**src/rtl/csr_seg_pkg.sv**
```systemverilog
// csr_seg_pkg: shared definitions for the CSR write segment-register chain.
//   CSR_DW / CSR_AW  default CSR data and address widths
//   CSR_MAX_DEPTH    largest stage count the forwarding search supports
//   csr_wr_t         one in-flight CSR write record {we, addr, data}
//   csr_youngest_idx priority search returning the youngest matching stage
package csr_seg_pkg;

    localparam int unsigned CSR_DW        = 32;
    localparam int unsigned CSR_AW        = 12;
    localparam int unsigned CSR_MAX_DEPTH = 64;

    typedef struct packed {
        logic              we;
        logic [CSR_AW-1:0] addr;
        logic [CSR_DW-1:0] data;
    } csr_wr_t;

    // Lowest set bit wins: stage 0 is the youngest write. Returns -1 if none.
    function automatic int csr_youngest_idx(input logic [CSR_MAX_DEPTH-1:0] match);
        int idx;
        idx = -1;
        for (int unsigned i = CSR_MAX_DEPTH; i > 0; i--) begin
            if (match[i-1]) idx = int'(i - 1);
        end
        return idx;
    endfunction

endpackage

```
**src/rtl/csr_seg_stage.sv**
```systemverilog
// csr_seg_stage: one segment register of the CSR write chain.
//   clk, rst               clock, synchronous active-high reset
//   bubble_i               hold the current contents (beats flush_i)
//   flush_i                clear the stage to an empty write
//   we_i, addr_i, data_i   incoming write from the previous stage / EX
//   we_o, addr_o, data_o   registered stage contents
module csr_seg_stage
    import csr_seg_pkg::*;
#(
    parameter int unsigned DW = CSR_DW,
    parameter int unsigned AW = CSR_AW
) (
    input  logic          clk,
    input  logic          rst,
    input  logic          bubble_i,
    input  logic          flush_i,
    input  logic          we_i,
    input  logic [AW-1:0] addr_i,
    input  logic [DW-1:0] data_i,
    output logic          we_o,
    output logic [AW-1:0] addr_o,
    output logic [DW-1:0] data_o
);

    logic          we_q,   we_d;
    logic [AW-1:0] addr_q, addr_d;
    logic [DW-1:0] data_q, data_d;

    // A flush arriving together with a bubble is dropped, not remembered.
    always_comb begin
        we_d   = we_q;
        addr_d = addr_q;
        data_d = data_q;
        if (bubble_i) begin
            we_d   = we_q;
        end else if (flush_i) begin
            we_d   = 1'b0;
            addr_d = '0;
            data_d = '0;
        end else begin
            we_d   = we_i;
            addr_d = addr_i;
            data_d = data_i;
        end
    end

    always_ff @(posedge clk) begin
        if (rst) begin
            we_q   <= 1'b0;
            addr_q <= '0;
            data_q <= '0;
        end else begin
            we_q   <= we_d;
            addr_q <= addr_d;
            data_q <= data_d;
        end
    end

    assign we_o   = we_q;
    assign addr_o = addr_q;
    assign data_o = data_q;

endmodule

```
**src/rtl/csr_seg_pipe.sv**
```systemverilog
// csr_seg_pipe: DEPTH-stage segment-register chain carrying CSR writes from
// EX to WB, with per-stage bubble/flush and a youngest-write forwarding lookup.
//   clk, rst                                  clock, synchronous active-high reset
//   bubble[i], flush[i]                       hold / clear stage i
//   csr_we_EX, csr_addr_EX, csr_data_EX       write entering stage 0
//   csr_we_out, csr_addr_out, csr_data_out    last stage, towards WB
//   stage_we                                  write enable of every stage
//   fwd_addr -> fwd_hit, fwd_data             combinational forwarding lookup
//   flush_cnt                                 flushed valid writes (saturating)
// Optional: define CSR_SEG_FLUSH_CNT_EN to build the flush counter; otherwise
// flush_cnt is tied to 0. DEPTH must lie in 1..CSR_MAX_DEPTH.
module csr_seg_pipe
    import csr_seg_pkg::*;
#(
    parameter int unsigned DW    = CSR_DW,
    parameter int unsigned AW    = CSR_AW,
    parameter int unsigned DEPTH = 2
) (
    input  logic             clk,
    input  logic             rst,
    input  logic [DEPTH-1:0] bubble,
    input  logic [DEPTH-1:0] flush,
    input  logic             csr_we_EX,
    input  logic [AW-1:0]    csr_addr_EX,
    input  logic [DW-1:0]    csr_data_EX,
    output logic             csr_we_out,
    output logic [AW-1:0]    csr_addr_out,
    output logic [DW-1:0]    csr_data_out,
    output logic [DEPTH-1:0] stage_we,
    input  logic [AW-1:0]    fwd_addr,
    output logic             fwd_hit,
    output logic [DW-1:0]    fwd_data,
    output logic [31:0]      flush_cnt
);

    logic          st_we   [DEPTH];
    logic [AW-1:0] st_addr [DEPTH];
    logic [DW-1:0] st_data [DEPTH];

    for (genvar g = 0; g < DEPTH; g++) begin : g_stage
        logic          in_we;
        logic [AW-1:0] in_addr;
        logic [DW-1:0] in_data;

        if (g == 0) begin : g_head
            assign in_we   = csr_we_EX;
            assign in_addr = csr_addr_EX;
            assign in_data = csr_data_EX;
        end else begin : g_body
            assign in_we   = st_we[g-1];
            assign in_addr = st_addr[g-1];
            assign in_data = st_data[g-1];
        end

        csr_seg_stage #(
            .DW(DW),
            .AW(AW)
        ) u_stage (
            .clk     (clk),
            .rst     (rst),
            .bubble_i(bubble[g]),
            .flush_i (flush[g]),
            .we_i    (in_we),
            .addr_i  (in_addr),
            .data_i  (in_data),
            .we_o    (st_we[g]),
            .addr_o  (st_addr[g]),
            .data_o  (st_data[g])
        );

        assign stage_we[g] = st_we[g];
    end

    assign csr_we_out   = st_we[DEPTH-1];
    assign csr_addr_out = st_addr[DEPTH-1];
    assign csr_data_out = st_data[DEPTH-1];

    // Forwarding: only valid stages can match; the EX input is not searched.
    logic [CSR_MAX_DEPTH-1:0] match_pad;
    int                       hit_idx;

    always_comb begin
        match_pad = '0;
        for (int unsigned i = 0; i < DEPTH; i++) begin
            match_pad[i] = st_we[i] && (st_addr[i] == fwd_addr);
        end
        hit_idx  = csr_youngest_idx(match_pad);
        fwd_hit  = (hit_idx >= 0);
        fwd_data = '0;
        for (int unsigned i = 0; i < DEPTH; i++) begin
            if (int'(i) == hit_idx) fwd_data = st_data[i];
        end
    end

`ifdef CSR_SEG_FLUSH_CNT_EN
    logic [31:0] cnt_q, cnt_d;
    logic [31:0] kill_n;
    logic [32:0] cnt_sum;

    // A flush only kills a write when the stage is not bubbled.
    always_comb begin
        kill_n = '0;
        for (int unsigned i = 0; i < DEPTH; i++) begin
            if (flush[i] && !bubble[i] && st_we[i]) kill_n = kill_n + 32'd1;
        end
        cnt_sum = {1'b0, cnt_q} + {1'b0, kill_n};
        cnt_d   = cnt_sum[32] ? '1 : cnt_sum[31:0];
    end

    always_ff @(posedge clk) begin
        if (rst) cnt_q <= '0;
        else     cnt_q <= cnt_d;
    end

    assign flush_cnt = cnt_q;
`else
    assign flush_cnt = '0;
`endif

endmodule

```
**config.mk**
```make
export PLATFORM = sky130hd
export DESIGN_NAME = csr_seg_pipe
export DESIGN_NICKNAME = d
export VERILOG_FILES = /design/src/rtl/csr_seg_pkg.sv /design/src/rtl/csr_seg_stage.sv /design/src/rtl/csr_seg_pipe.sv
export SDC_FILE = /design/constraint.sdc
export NUM_CORES = 1
export LEC_CHECK = 0
export ABC_AREA = 1
export ABC_CLOCK_PERIOD_IN_PS = 4100
export CAP_MARGIN = 20
export CORE_ASPECT_RATIO = 0.75
export CORE_MARGIN = 2
export CORE_UTILIZATION = 47
export CTS_CLUSTER_DIAMETER = 120
export DETAILED_ROUTE_END_ITERATION = 10
export HOLD_SLACK_MARGIN = 0.02
export PLACE_DENSITY = 0.86
export SETUP_SLACK_MARGIN = 0.3
export SLEW_MARGIN = 20
export SYNTH_ARGS = -nofsm -noshare
export SYNTH_HDL_FRONTEND = slang
export SYNTH_HIERARCHICAL = 1
export SYNTH_SLANG_ARGS = --single-unit
```
**constraint.sdc**
```tcl
create_clock -name clk -period 4.1 [get_ports clk]
set_clock_uncertainty 0.2 [all_clocks]
set_input_delay 0.41 -clock clk [delete_from_list [all_inputs] [get_ports clk]]
set_output_delay 0.41 -clock clk [all_outputs]
set_load 0.01 [all_outputs]
```
==> impl_metrics.json <==
{
  "p_clk_share_pct": 43.5,
  "grt_overflow": 0,
  "insertion_delay_ns": 0.32,
  "drt_iter0_markers": 277,
  "grt_pass1_vias": 3976,
  "p_seq_share_pct": 46.7,
  "p_per_area_mw_per_mm2": 335.0,
  "grt_pass1_wl_um": 18200,
  "cts_tree": "built",
  "htree_levels": 3,
  "viasPerCell": 4.917,
  "portBuffers": 142,
  "cp-end-kind": "primary output",
  "final-instance-count-excl-fill": 887,
  "drt_wl_total_um": 11720,
  "die_y_um": 87.57,
  "drc_errors": 0,
  "grtUsageTotal_pct": 22.47,
  "status": "finished, final reports clean",
  "synth_edf_count": 0,
  "cp_max_fo": 32,
  "placementRows": 30,
  "p_sw_share_pct": 22.51,
  "seq_area_frac_synth_pct": 41.17,
  "netlist_top_cells_area": "dfxtp_1, nand2_1, a21oi_1, buf_4, buf_6",
  "setup_viol": 0,
  "syn_area_per_cell_um2": 6.839,
  "setup.worst_path.class": "input port to primary output",
  "crit_required_ns": 3.49,
  "layout_commonest_cell": "nand2_1",
  "ctsResizeCount": 0,
  "crit_arrival_ns": 3.03,
  "synth_top_area_cell": "dfxtp_1",
  "pin_count": 175,
  "synth_top_area_share_pct": 41.17,
  "ys.flop_type": "dfxtp_1",
  "syn2layout_area_growth_pct": 33.65,
  "place_congestion": 0.8774,
  "cap_violations": 0,
  "fillCellCount": 804,
  "startpoint_type": "input port",
  "cellInternalPower_w": 0.001518,
  "vdd_drop_max_mv": 0.2211,
  "syn_area_mm2": 0.004377,
  "min_path_type": "flip-flop to flip-flop",
  "die_width_um": 115.4,
  "maxSlewHeadroom_pct": 33.09,
  "fin_crit_ns": 3.644,
  "numCtsBuffers": 9,
  "fin_tns_setup_ns": 0,
  "grt_max_degree": 55,
  "fp.dieArea_mm2": 0.01011,
  "synth_cell_types": 25,
  "dp_hpwl_um": 7995,
  "synth_cells": 640,
  "clock_sinks": 90,
  "root_buffer": "clkbuf_16",
  "leakage_nw": 2.278,
  "drtPass1Iterations": 5,
  "synthArstFlopShare_pct": 0,
  "yosysWarningCount": 6,
  "wire_per_inst_um": 13.21,
  "p_comb_share_pct": 9.7,
  "synth-seq-cells": 90,
  "final_cell_mix": "nand2_1, clkdlybuf4s50_1, a21oi_1, dfxtp_1, nand3_1",
  "period_share_pct": 88.88,
  "cts_buffer_depth": 2,
  "rsz0062_at_grt": "true",
  "initial_core_util_pct": 48.38,
  "tightest_slew_ns": 1.004,
  "antenna_found_initial": 0,
  "fmax_mhz": 274.4,
  "diodes": 0,
  "core-area_mm2": 0.009046,
  "num_vias": 4361,
  "maxSlewViolCount": 0,
  "dp.cells": 871,
  "p_switching_w": 0.0004411,
  "layout.nets": 817,
  "cts.clk_slew.worst_paths_ns": 0.06,
  "hold_violations": 0,
  "drtAntennaViolNets": 0,
  "drive_gt1_share_pct": 3.557
}
flip-flops by register name (all words and copies together) (netlist names):
signal                  flops
g_stage.u_stage/data_o     64
g_stage.u_stage/addr_o     24
g_stage.u_stage/we_o        2
power by group through the flow:
stage	sequential [W]	clock [W]	combinational, W
detailed placement	0.000934	0	0.000189
finish	0.000916	0.000853	0.000191
global route	0.000918	0.000911	0.000209
floorplan	0.000932	0	0.000127
global placement	0.000933	0	0.000186
CTS	0.000915	0.000871	0.000190
logic make-up (layout without fill, tap and decap cells):
family	Yosys count	in the layout	synth area share, %
and+or+nand+nor	345	345	31.85
buffers and inverters	102	190	14.84
AOI/OAI and AO/OA	98	98	11.26
DFF	90	90	41.17
xor gates and xnor gates	4	4	0.8006
other	1	32	0.08568
worst paths after layout:
check | slack (ns) | start | to | cells after the start
hold reg to reg | 0.28 | g_stage[0].u_stage/data_o[24] | g_stage[1].u_stage/data_o[24] | 2
hold / removal | 0.28 | g_stage[0].u_stage/data_o[24] | g_stage[1].u_stage/data_o[24] | 2
setup / recovery | 0.46 | fwd_addr[11] | fwd_data[2] | 9
setup reg to reg | 3.16 | g_stage[0].u_stage/we_o | g_stage[0].u_stage/we_o | 2
cell type report:
cell class | instances | area (um^2) | area share, %
multi-input cells | 479 | 2042 | 34.91
repair buffers | 143 | 1414 | 24.17
inverters | 31 | 118.9 | 2.032
well taps | 128 | 160.2 | 2.738
clock inverters | 4 | 76.32 | 1.305
flip-flops and latches | 90 | 1802 | 30.80
clock buffers | 12 | 236.5 | 4.043
what timing repair did:
action                     in CTS  in global routing
setup endpoints to repair       0                  2
hold buffers                    0                  0
buffers inserted                0                  0
worst max-delay path: stages:
cell	delay, ns
clkdlybuf4s50_1	0.47
a21boi_0	0.35
nand2_1	0.11
nor2_1	0.16
nand2_1	0.13
nor2_4	0.56
nand3_1	0.16
nand2_1	0.11
clkdlybuf4s50_1	0.54
Yosys cell counts (2+ instances only):
library cell	number
a21oi_1	90
buf_1	2
buf_2	13
buf_4	34
buf_6	16
clkbuf_1	6
dfxtp_1	90
inv_1	27
inv_2	2
nand2_1	293
nand3_1	35
nor2_1	10
nor2_2	2
nor2_8	2
o21ai_0	5
o21ai_1	2
xnor2_1	3
per-layer routing:
layer	vias up	routed length [um]	global-route usage, %
li1	2160	-	-
met2	202	5727	39.45
met4	0	201	7.558
met3	16	786	4.913
met1	1983	4999	27.54
met5	-	0	0
metrics by stage:
| step | setup slack [ns] | power [W] | hold WS [ns] | util [%] | area (um^2) |
|---|---|---|---|---|---|
| final | 0.4561 | 0.001959 | 0.2802 | 64.66 | 5849 |
| after floorplan | 2.228 | 0.001059 | 0.2494 | - | 4493 |
| after global routing | 0.2941 | 0.002038 | 0.2978 | 64.66 | 5849 |
| after detailed placement | 0.4819 | 0.001123 | 0.2673 | 61.20 | 5537 |
| after global placement | 0.6526 | 0.001119 | 0.2601 | 61.20 | 5537 |
| after CTS | 0.4914 | 0.001976 | 0.2759 | 64.66 | 5849 |
Note: power is estimated with default switching activity, not from simulation.
